**config.mk**
```make
export PLATFORM = sky130hd
export DESIGN_NAME = xalu_nibble_sequencer
export DESIGN_NICKNAME = d
export VERILOG_FILES = /design/src/rtl/xalu_pkg.sv /design/src/rtl/xalu_slice4.sv /design/src/rtl/xalu_nibble_sequencer.sv
export SDC_FILE = /design/constraint.sdc
export NUM_CORES = 1
export LEC_CHECK = 0
export ABC_AREA = 1
export BUFFER_PORTS_ARGS = -buffer_cell sky130_fd_sc_hd__clkbuf_2
export CAP_MARGIN = 20
export CORE_ASPECT_RATIO = 1.4
export CORE_UTILIZATION = 30
export CTS_CLUSTER_SIZE = 25
export DETAILED_ROUTE_END_ITERATION = 6
export MAX_ROUTING_LAYER = met4
export PLACE_DENSITY_LB_ADDON = 0.15
export SLEW_MARGIN = 40
export SYNTH_ARGS = -nofsm -noshare
export SYNTH_HDL_FRONTEND = slang
export SYNTH_HIERARCHICAL = 1
export SYNTH_SLANG_ARGS = --single-unit
```
**constraint.sdc**
```tcl
create_clock -name clk -period 4.4 [get_ports clk]
set_clock_uncertainty 0.2 [all_clocks]
set_input_delay 0.22 -clock clk [delete_from_list [all_inputs] [get_ports clk]]
set_output_delay 0.22 -clock clk [all_outputs]
set_load 0.1 [all_outputs]
```
**src/rtl/xalu_pkg.sv**
```systemverilog
// Shared definitions for the nibble-serial ALU: function codes, sequencer states
// and the latched operation descriptor.
package xalu_pkg;
  localparam int NIBBLE_W = 4;

  localparam logic [2:0] FN_ADD   = 3'd0;
  localparam logic [2:0] FN_AND   = 3'd1;
  localparam logic [2:0] FN_OR    = 3'd2;
  localparam logic [2:0] FN_XOR   = 3'd3;
  localparam logic [2:0] FN_PASSA = 3'd4;
  localparam logic [2:0] FN_PASSB = 3'd5;
  localparam logic [2:0] FN_SHR   = 3'd6;
  localparam logic [2:0] FN_SHL   = 3'd7;

  typedef enum logic [1:0] {ST_IDLE, ST_RUN, ST_DONE} state_e;

  typedef struct packed {
    logic [2:0] func;
    logic       com;
  } op_t;

  // Functions whose final carry register is reported on cout.
  function automatic logic carry_func(input logic [2:0] f);
    return (f == FN_ADD) || (f == FN_SHR) || (f == FN_SHL);
  endfunction
endpackage

```
**src/rtl/xalu_slice4.sv**
```systemverilog
// Combinational 4-bit ALU slice; carries enter/leave on both sides so the
// sequencer can chain shifts in either direction.
module xalu_slice4
  import xalu_pkg::*;
(
  input  logic [NIBBLE_W-1:0] a4,
  input  logic [NIBBLE_W-1:0] b4,
  input  logic [2:0]          func,
  input  logic                com,
  input  logic                ci_left,
  input  logic                ci_right,
  output logic [NIBBLE_W-1:0] d4,
  output logic                co_left,
  output logic                co_right,
  output logic                equ
);
  logic [NIBBLE_W:0]   sum;
  logic [NIBBLE_W-1:0] raw;

  always_comb begin
    sum      = {1'b0, a4} + {1'b0, b4} + {{NIBBLE_W{1'b0}}, ci_right};
    raw      = '0;
    co_left  = 1'b0;
    co_right = 1'b0;
    case (func)
      FN_ADD:   begin raw = sum[NIBBLE_W-1:0]; co_left = sum[NIBBLE_W]; end
      FN_AND:   raw = a4 & b4;
      FN_OR:    raw = a4 | b4;
      FN_XOR:   raw = a4 ^ b4;
      FN_PASSA: raw = a4;
      FN_PASSB: raw = b4;
      FN_SHR:   begin raw = {ci_left, a4[NIBBLE_W-1:1]}; co_right = a4[0]; end
      FN_SHL:   begin raw = {a4[NIBBLE_W-2:0], ci_right}; co_left = a4[NIBBLE_W-1]; end
      default:  raw = '0;
    endcase
  end

  // Inversion is applied after the carry is taken so com never disturbs the chain.
  assign d4  = com ? ~raw : raw;
  assign equ = (a4 == b4);
endmodule

```
**src/rtl/xalu_nibble_sequencer.sv**
```systemverilog
// Runs one xalu_slice4 NIBBLES times to build a 4*NIBBLES-bit ALU op, with a
// start/busy/done handshake and wide status flags.
module xalu_nibble_sequencer
  import xalu_pkg::*;
#(
  parameter int NIBBLES = 4
) (
  input  logic                        clk,
  input  logic                        rst_n,
  input  logic                        start,
  input  logic                        hold,
  input  logic [2:0]                  func,
  input  logic                        com,
  input  logic                        cin,
  input  logic [NIBBLE_W*NIBBLES-1:0] a,
  input  logic [NIBBLE_W*NIBBLES-1:0] b,
  output logic                        busy,
  output logic                        done,
  output logic [NIBBLE_W*NIBBLES-1:0] result,
  output logic                        cout,
  output logic                        zero,
  output logic                        neg_zero,
  output logic                        equ
);
  localparam int CW = (NIBBLES > 1) ? $clog2(NIBBLES) : 1;
  localparam logic [CW-1:0] LAST = CW'(NIBBLES - 1);

  state_e state, state_nxt;
  op_t    op_q;
  logic [NIBBLES-1:0][NIBBLE_W-1:0] a_q, b_q, res_q;
  logic [CW-1:0] cnt, idx;
  logic carry_q, equ_acc, flags_vld;
  logic accept, step, shr;
  logic [NIBBLE_W-1:0] s_d4;
  logic s_co_left, s_co_right, s_equ;

  assign accept = (state == ST_IDLE) && start;
  assign step   = (state == ST_RUN) && !hold;
  assign shr    = (op_q.func == FN_SHR);
  // Right shifts walk MSB nibble first so the carry moves toward bit 0.
  assign idx    = shr ? LAST - cnt : cnt;

  xalu_slice4 u_slice (
    .a4       (a_q[idx]),
    .b4       (b_q[idx]),
    .func     (op_q.func),
    .com      (op_q.com),
    .ci_left  (shr ? carry_q : 1'b0),
    .ci_right (shr ? 1'b0 : carry_q),
    .d4       (s_d4),
    .co_left  (s_co_left),
    .co_right (s_co_right),
    .equ      (s_equ)
  );

  always_ff @(posedge clk or negedge rst_n) begin
    if (!rst_n) state <= ST_IDLE;
    else        state <= state_nxt;
  end

  always_comb begin
    state_nxt = state;
    case (state)
      ST_IDLE: if (start) state_nxt = ST_RUN;
      ST_RUN:  if (!hold && cnt == LAST) state_nxt = ST_DONE;
      ST_DONE: state_nxt = ST_IDLE;
      default: state_nxt = ST_IDLE;
    endcase
  end

  always_comb begin
    busy = (state == ST_RUN) || (state == ST_DONE);
    done = (state == ST_DONE);
  end

  always_ff @(posedge clk or negedge rst_n) begin
    if (!rst_n) begin
      op_q      <= '0;
      a_q       <= '0;
      b_q       <= '0;
      res_q     <= '0;
      cnt       <= '0;
      carry_q   <= 1'b0;
      equ_acc   <= 1'b0;
      flags_vld <= 1'b0;
    end else if (accept) begin
      op_q      <= '{func: func, com: com};
      a_q       <= a;
      b_q       <= b;
      res_q     <= '0;
      cnt       <= '0;
      carry_q   <= cin;
      equ_acc   <= 1'b1;
      flags_vld <= 1'b0;
    end else if (step) begin
      res_q[idx] <= s_d4;
      carry_q    <= shr ? s_co_right : s_co_left;
      equ_acc    <= equ_acc & s_equ;
      cnt        <= cnt + CW'(1);
      if (cnt == LAST) flags_vld <= 1'b1;
    end
  end

  // Flags stay quiet until the last nibble lands, then hold with the result.
  assign result   = res_q;
  assign cout     = flags_vld & carry_func(op_q.func) & carry_q;
  assign zero     = flags_vld & (res_q == '0);
  assign neg_zero = flags_vld & (res_q == '1);
  assign equ      = flags_vld & equ_acc;
endmodule

```
Yosys cells after proc, flatten, opt, wreduce, memory -nomap -nowiden
Cells that the tools add are included.
{"block": "classes", "addsub": 4, "multipliers": 0, "div": 0, "n_lt_le_gt_ge": 2, "eq_ne": 14, "n_shift": 0, "muxes": 27, "bitwise": 10, "reduce_logical": 15}
{"operator": "$mux W16", "n": 2}
{"operator": "$pmux W4 S8", "n": 1}
{"operator": "$bmux W4 S2", "n": 2}
{"operator": "$bwmux W16", "n": 1}
{"operator": "$eq A16 B16 Y1 const B", "n": 1}
{"operator": "$logic_not A16 Y1", "n": 1}
{"operator": "$mux W4", "n": 4}
{"operator": "$eq A3 B3 Y1 const B", "n": 4}
{"operator": "$mux W2", "n": 5}
{"operator": "$mux W1", "n": 9}
{"operator": "$demux W4 S2", "n": 1}
{"operator": "$and A1 B1 Y1", "n": 6}
{"operator": "$eq A3 B2 Y1 const B", "n": 2}
{"operator": "$add A4 B4 Y5", "n": 1}
{"operator": "$add A5 B1 Y5", "n": 1}
{"operator": "$and A4 B4 Y4", "n": 1}
{"operator": "$eq A2 B2 Y1 const B", "n": 2}
{"operator": "$eq A4 B4 Y1", "n": 1}
{"operator": "$logic_and A1 B1 Y1", "n": 4}
{"operator": "$ne A2 B2 Y1 const B", "n": 2}
{"operator": "$not A4 Y4", "n": 1}
{"operator": "$or A4 B4 Y4", "n": 1}
{"operator": "$pmux W2 S2", "n": 1}
{"operator": "$reduce_and A2 Y1", "n": 2}
{"operator": "13 further kinds", "n": 16}
{"block": "word_totals", "reg_bits": 59, "latchBits": 0, "mem_bits_rw": 0, "romBits": 0, "in_bits": 41, "output_inout_bits": 22, "memories": 0}

Depth between registers and ports, before layout
{"block": "depth", "ltp_word": 12, "mapped_depth": 23, "mapped_depth_nobuf": 22}

Hierarchy
The synthesis kept the hierarchy.
{"module": "xalu_nibble_sequencer", "n_inst": 1, "cells_per_inst": 392, "area_per_inst_um2": 2934.1}
{"module": "xalu_slice4", "n_inst": 1, "cells_per_inst": 129, "area_per_inst_um2": 769.5}

Worst setup path before layout
OpenSTA, ideal clock, no wires.
{"block": "synth_path", "path_kind": "register to output", "startpoint": "register res_q (netlist bit result[5])", "endpoint": "output port neg_zero", "arrival_time_ps": 4309, "path_slack_ps": -329, "stages_incl_launch_ff": 4, "path_buffers": 0, "cell_sequence": "dfrtp_1 -> nand4_1 -> nor2_1 -> nor4b_1"}
{"block": "synth_between", "elab_chain_cells": 2}
{"element": "start: declaration", "line": "xalu_nibble_sequencer.sv:30", "text": "logic [NIBBLES-1:0][NIBBLE_W-1:0] a_q, b_q, res_q;"}
{"element": "start signal: assignment", "line": "xalu_nibble_sequencer.sv:81", "text": "res_q <= '0;"}
{"element": "start signal: assignment", "line": "xalu_nibble_sequencer.sv:90", "text": "res_q <= '0;"}
{"element": "start signal: indexed assignment", "line": "xalu_nibble_sequencer.sv:96", "text": "res_q[idx] <= s_d4;"}
{"element": "$eq A16 B16 Y1", "line": "xalu_nibble_sequencer.sv:108", "text": "assign neg_zero = flags_vld & (res_q == '1);"}
{"element": "$and A1 B1 Y1", "line": "xalu_nibble_sequencer.sv:108"}
{"element": "end: declaration", "line": "xalu_nibble_sequencer.sv:22", "text": "output logic neg_zero,"}
No other way between the ends.

Worst setup path after layout
{"block": "layout_path", "startpoint": "register op_q[2] (netlist name)", "endpoint": "register res_q (netlist bit result[10])"}
{"block": "layout_between", "elab_chain_cells": 12, "word_cells_on_any_way": 30}
{"element": "start: declaration", "line": "xalu_nibble_sequencer.sv:29", "text": "op_t op_q;"}
{"element": "start signal: assignment", "line": "xalu_nibble_sequencer.sv:87", "text": "op_q <= '{func: func, com: com};"}
{"element": "$eq A3 B3 Y1", "line": "xalu_slice4.sv:25, xalu_nibble_sequencer.sv:39"}
{"element": "$mux W2", "line": "xalu_nibble_sequencer.sv:41", "text": "assign idx = shr ? LAST - cnt : cnt;"}
{"element": "$bmux W4 S2 (on tied branches)", "line": "xalu_nibble_sequencer.sv:44, xalu_nibble_sequencer.sv:45"}
{"element": "$mux W4 (on tied branches)", "line": "xalu_nibble_sequencer.sv:44, xalu_nibble_sequencer.sv:45"}
{"element": "$add A4 B4 Y5", "line": "xalu_slice4.sv:21", "text": "sum = {1'b0, a4} + {1'b0, b4} + {{NIBBLE_W{1'b0}}, ci_right};"}
{"element": "$add A5 B1 Y5", "line": "xalu_slice4.sv:21"}
{"element": "$pmux W4 S8 *", "line": "xalu_slice4.sv:25", "text": "case (func)"}
{"element": "$not A4 Y4", "line": "xalu_slice4.sv:39", "text": "assign d4 = com ? ~raw : raw;"}
{"element": "$mux W4 *", "line": "xalu_slice4.sv:39"}
{"element": "net s_d4[2]", "line": "xalu_nibble_sequencer.sv:34", "text": "logic [NIBBLE_W-1:0] s_d4;"}
{"element": "$bwmux W16 *", "line": "xalu_nibble_sequencer.sv:96"}
{"element": "$mux W16 *", "line": "xalu_nibble_sequencer.sv:95", "text": "end else if (step) begin"}
{"element": "$mux W16 *", "line": "xalu_nibble_sequencer.sv:86", "text": "end else if (accept) begin"}
The timed path passes the listed nets; every way through them passes the cells marked *. The select of a mux whose other input is x is not followed.
A chain may end at the register's enable or synchronous reset.

==> results.rst <==
.. list-table::
   :header-rows: 1

   * - Metric
     - Value
   * - Result of the run
     - complete, no violations
   * - Final critical-path required period
     - 3.55 ns
   * - Fraction of layout cells with a size suffix above 1
     - 17.2%
   * - Area of combinational cells with multiple inputs
     - about 1900 µm²
   * - Total Die Area
     - approximately 13,000 µm²
   * - Chip Height
     - 133 µm
   * - Routability cong.
     - 0.904
   * - Kind of cell adding the most delay to the critical path
     - simple AND/OR/NAND/NOR gates
   * - Dominant cells by area after synthesis
     - sky130_fd_sc_hd__dfrtp_1, sky130_fd_sc_hd__nand2_1, sky130_fd_sc_hd__ha_1
   * - Horiz. Die Dim
     - between 90 and 100 µm
   * - Yosys synthesis warning count
     - 6
   * - Nets
     - slightly below 700
   * - Hpwl dp
     - about 7200 µm
   * - Routed vias/inst
     - ~4.7
   * - Final TNS setup
     - 0 ns
   * - Maximum clock frequency
     - 282 MHz
   * - Data arrival, critical path
     - 3.62 ns
   * - Count of max-cap constraint violations
     - 0
   * - Netlist cell types
     - 32
   * - Actual slew at the worst max-slew pin
     - approximately 0.74 ns
   * - Crit share post-route
     - 80.7%
   * - Net Count, Synth
     - around 580
   * - Slew Viols, Final
     - 0
   * - Maximum number of pins on one net before global-route repair
     - 60
   * - Hold-fix buffers, CTS
     - 37
   * - Post-Syn Area per Cell
     - slightly above 7 µm²
   * - Fraction of synthesized cell area taken by the top area cell type
     - 39.9%
   * - Wire length of the first global-routing pass
     - 16,700 µm
   * - Cell at the slowest stage of the critical path
     - sky130_fd_sc_hd__dfrtp_1
   * - Antenna violations before repair
     - 0
   * - Cells after synthesis
     - roughly 520
   * - Setup repair after global routing missed its margin
     - false
   * - # port buffers
     - just over 60
   * - Final hold violations
     - 0
   * - Antenna diode count
     - 0
   * - Biggest fanout along the worst timing path
     - 18
   * - LEAKAGE
     - ~2.7 nW
   * - R2R Setup Slk
     - between 0.8 and 0.9 ns
   * - Total clock buffers created by CTS
     - 9
   * - Global Route Usage Sum
     - between 10% and 20%
   * - Relative slew slack
     - about half
   * - Area growth from synthesis to final layout
     - 28.8%
   * - Final-layout fill cell count
     - around 1,300
   * - Overflow left after global routing
     - 0
   * - Reg area
     - roughly 1500 µm²
   * - Largest area contributor in the netlist
     - sky130_fd_sc_hd__dfrtp_1
   * - Number of nets with antenna violations after routing
     - 0
   * - Required time at the endpoint of the critical path
     - around 4.5 ns
   * - Post-detailed-route wirelength per cell
     - roughly 13 µm
   * - Boundary Pins
     - 63
   * - Cell area after layout
     - about 4800 µm²
   * - Clk Latency, worst-skew pair
     - around 0.33 ns
   * - Sum of routed wire length over all layers
     - 10,000 µm
   * - Number of placement rows
     - 47
   * - VDD IR-drop max
     - 0.000379 V
   * - CTS tree
     - done
   * - Total number of vias
     - 3,608
   * - Post-cts gate resize count
     - 0
   * - Initial DRT Pass Iterations
     - 4
   * - Final routed DRC violation total
     - 0
   * - Power per unit of standard cell area
     - 860 nW/µm²
   * - Critical setup path kind
     - flop to flop
   * - Register bit count reported by yosys
     - 59
   * - Number of global-route vias before repair
     - about 3,500
   * - Count of buffer and inverter cells on the critical path
     - 4
   * - Synthesized cell area
     - approximately 3700 µm²
   * - Iter 0 DRT Violations
     - 240
   * - Critical Path, Cell by Cell
     - nand3_2 > nand2_1 > nand2_2 > nand2_1 > nand2_1 > nand2_1 > nand2_1 > fa_1 > inv_1 > fa_1 > inv_1 > nand2_1 > inv_1 > o21ai_0 > nand3_1 > nand2_1 > inv_1 > nor2_1 > nand2_1 > nand2_1
   * - Clock slew seen by the registers of the worst setup and hold paths
     - 0.05 ns
   * - Cell at the root of the clock tree
     - sky130_fd_sc_hd__clkbuf_16
   * - Post-CTS setup-driven buffer insertion count
     - 0
   * - Peak per-stage delay on the critical path
     - about 0.65 ns
   * - Longest Clk Path Bufs
     - 2
   * - Worst hold path class
     - input pin to flop
   * - Critical path's most frequent cell
     - sky130_fd_sc_hd__nand2_1
   * - Startpoint class of the critical path
     - flop
   * - Core Box Area
     - about 12,000 µm²
   * - Share of the yosys chip area belonging to registers
     - 39.9%
   * - Total Power
     - 4.10 mW
   * - Sort of element at the end of the critical path
     - flop
   * - Placed Instance Area
     - between 4000 and 5000 µm²
   * - Final setup viols
     - 0
   * - Starting density of the core
     - 31.0%
   * - TritonCTS Sinks
     - 59
   * - H-Tree Depth
     - 3
==> area by class of cell <==
type                    count  share of cell area [%]
repair buffers            104                    15.1
inverters                  43                    3.49
clock inverters             4                    1.02
multi-input cells         400                    40.2
clock buffers              12                    5.38
flip-flops and latches     59                    30.9
well taps                 147                    3.86
==> Yosys cell counts, drive strengths merged <==
master    n
nor2     27
nand4    29
nor4      5
o22ai     1
nor3      3
o41ai     1
inv      43
nor4b     1
o21ai    10
dfrtp    59
or2       1
a21oi     4
nand2   267
o21bai    1
fa        2
clkbuf   10
o22a      1
ha       14
buf       9
nand3    33
==> metrics by stage <==
step | instances | setup WS [ns] | hold slack (ns) | utilization [%]
final | 769 | 0.849 | 0.0341 | 40.0
after global routing | 769 | 0.365 | 0.0813 | 40.0
after CTS | 769 | 0.846 | 0.0330 | 39.9
after detailed placement | 716 | 0.871 | 0.216 | 34.3
after global placement | 716 | 0.964 | 0.216 | 34.3
after floorplan | 521 | 1.06 | -0.276 | -
==> final timing paths <==
check	from	to	cells after the start
min in group asynchronous	rst_n	a_q[2]	3
worst max-delay path	op_q[2]	result[10]	20
worst max register to register	op_q[2]	result[10]	20
worst min-delay path	cin	carry_q	4
worst min register to register	a_q[0]	a_q[0]	2
max in group asynchronous	rst_n	state[0]	3
==> cell families (layout without fill, tap and decap cells) <==
kind of cell,after synthesis,in the layout,share of synthesized area (%)
AOI/OAI and AO/OA,18,18,2.74
buffers and inverters,62,163,8.55
DFF,59,59,39.9
adders and majority gates,16,16,5.81
and+or+nand+nor,366,366,43.0
==> sequential cells by signal, summed over array words and instances, names as in the netlist <==
signal / count
a_q: 16
b_q: 16
carry_q: 1
cnt: 2
equ_acc: 1
flags_vld: 1
op_q: 4
result: 16
state: 2
==> layout by cell type, fill, tap and decap left out, types with 2 or more instances in the layout <==
cell type | netlist | final
sky130_fd_sc_hd__a21oi_1 | 4 | 4
sky130_fd_sc_hd__buf_4 | 0 | 4
sky130_fd_sc_hd__clkbuf_16 | 0 | 9
sky130_fd_sc_hd__clkbuf_2 | 0 | 62
sky130_fd_sc_hd__clkbuf_8 | 1 | 2
sky130_fd_sc_hd__clkinv_2 | 0 | 2
sky130_fd_sc_hd__dfrtp_1 | 59 | 59
sky130_fd_sc_hd__dlygate4sd3_1 | 0 | 37
sky130_fd_sc_hd__fa_1 | 2 | 2
sky130_fd_sc_hd__ha_1 | 14 | 14
sky130_fd_sc_hd__inv_1 | 35 | 35
sky130_fd_sc_hd__inv_2 | 7 | 7
sky130_fd_sc_hd__nand2_1 | 260 | 260
sky130_fd_sc_hd__nand2_2 | 6 | 6
sky130_fd_sc_hd__nand3_1 | 29 | 29
sky130_fd_sc_hd__nand3_2 | 4 | 4
sky130_fd_sc_hd__nand4_1 | 28 | 28
sky130_fd_sc_hd__nor2_1 | 23 | 23
sky130_fd_sc_hd__nor2_4 | 2 | 2
sky130_fd_sc_hd__nor3_1 | 3 | 3
sky130_fd_sc_hd__nor4_1 | 5 | 5
sky130_fd_sc_hd__o21ai_0 | 10 | 10
==> power breakdown <==
group          switching [mW]  leakage (nW)  internal (mW)
clock network           0.248         0.153          0.468
registers               0.201         0.758          0.775
logic                    1.76          1.76          0.645
==> worst min-delay path: stages <==
cell and delay (ns):
sky130_fd_sc_hd__clkbuf_2 0.08, sky130_fd_sc_hd__nand2_1 0.05, sky130_fd_sc_hd__o21ai_0 0.07, sky130_fd_sc_hd__o21bai_1 0.10
==> layer usage <==
metal	vias up	wire, µm	global-route usage [%]
li1	1840	-	-
met1	1686	4580	22.1
met2	59	4770	26.5
met3	23	283	2.97
met4	0	415	8.79
met5	-	0	-
Note: power is estimated with default switching activity, not from simulation.
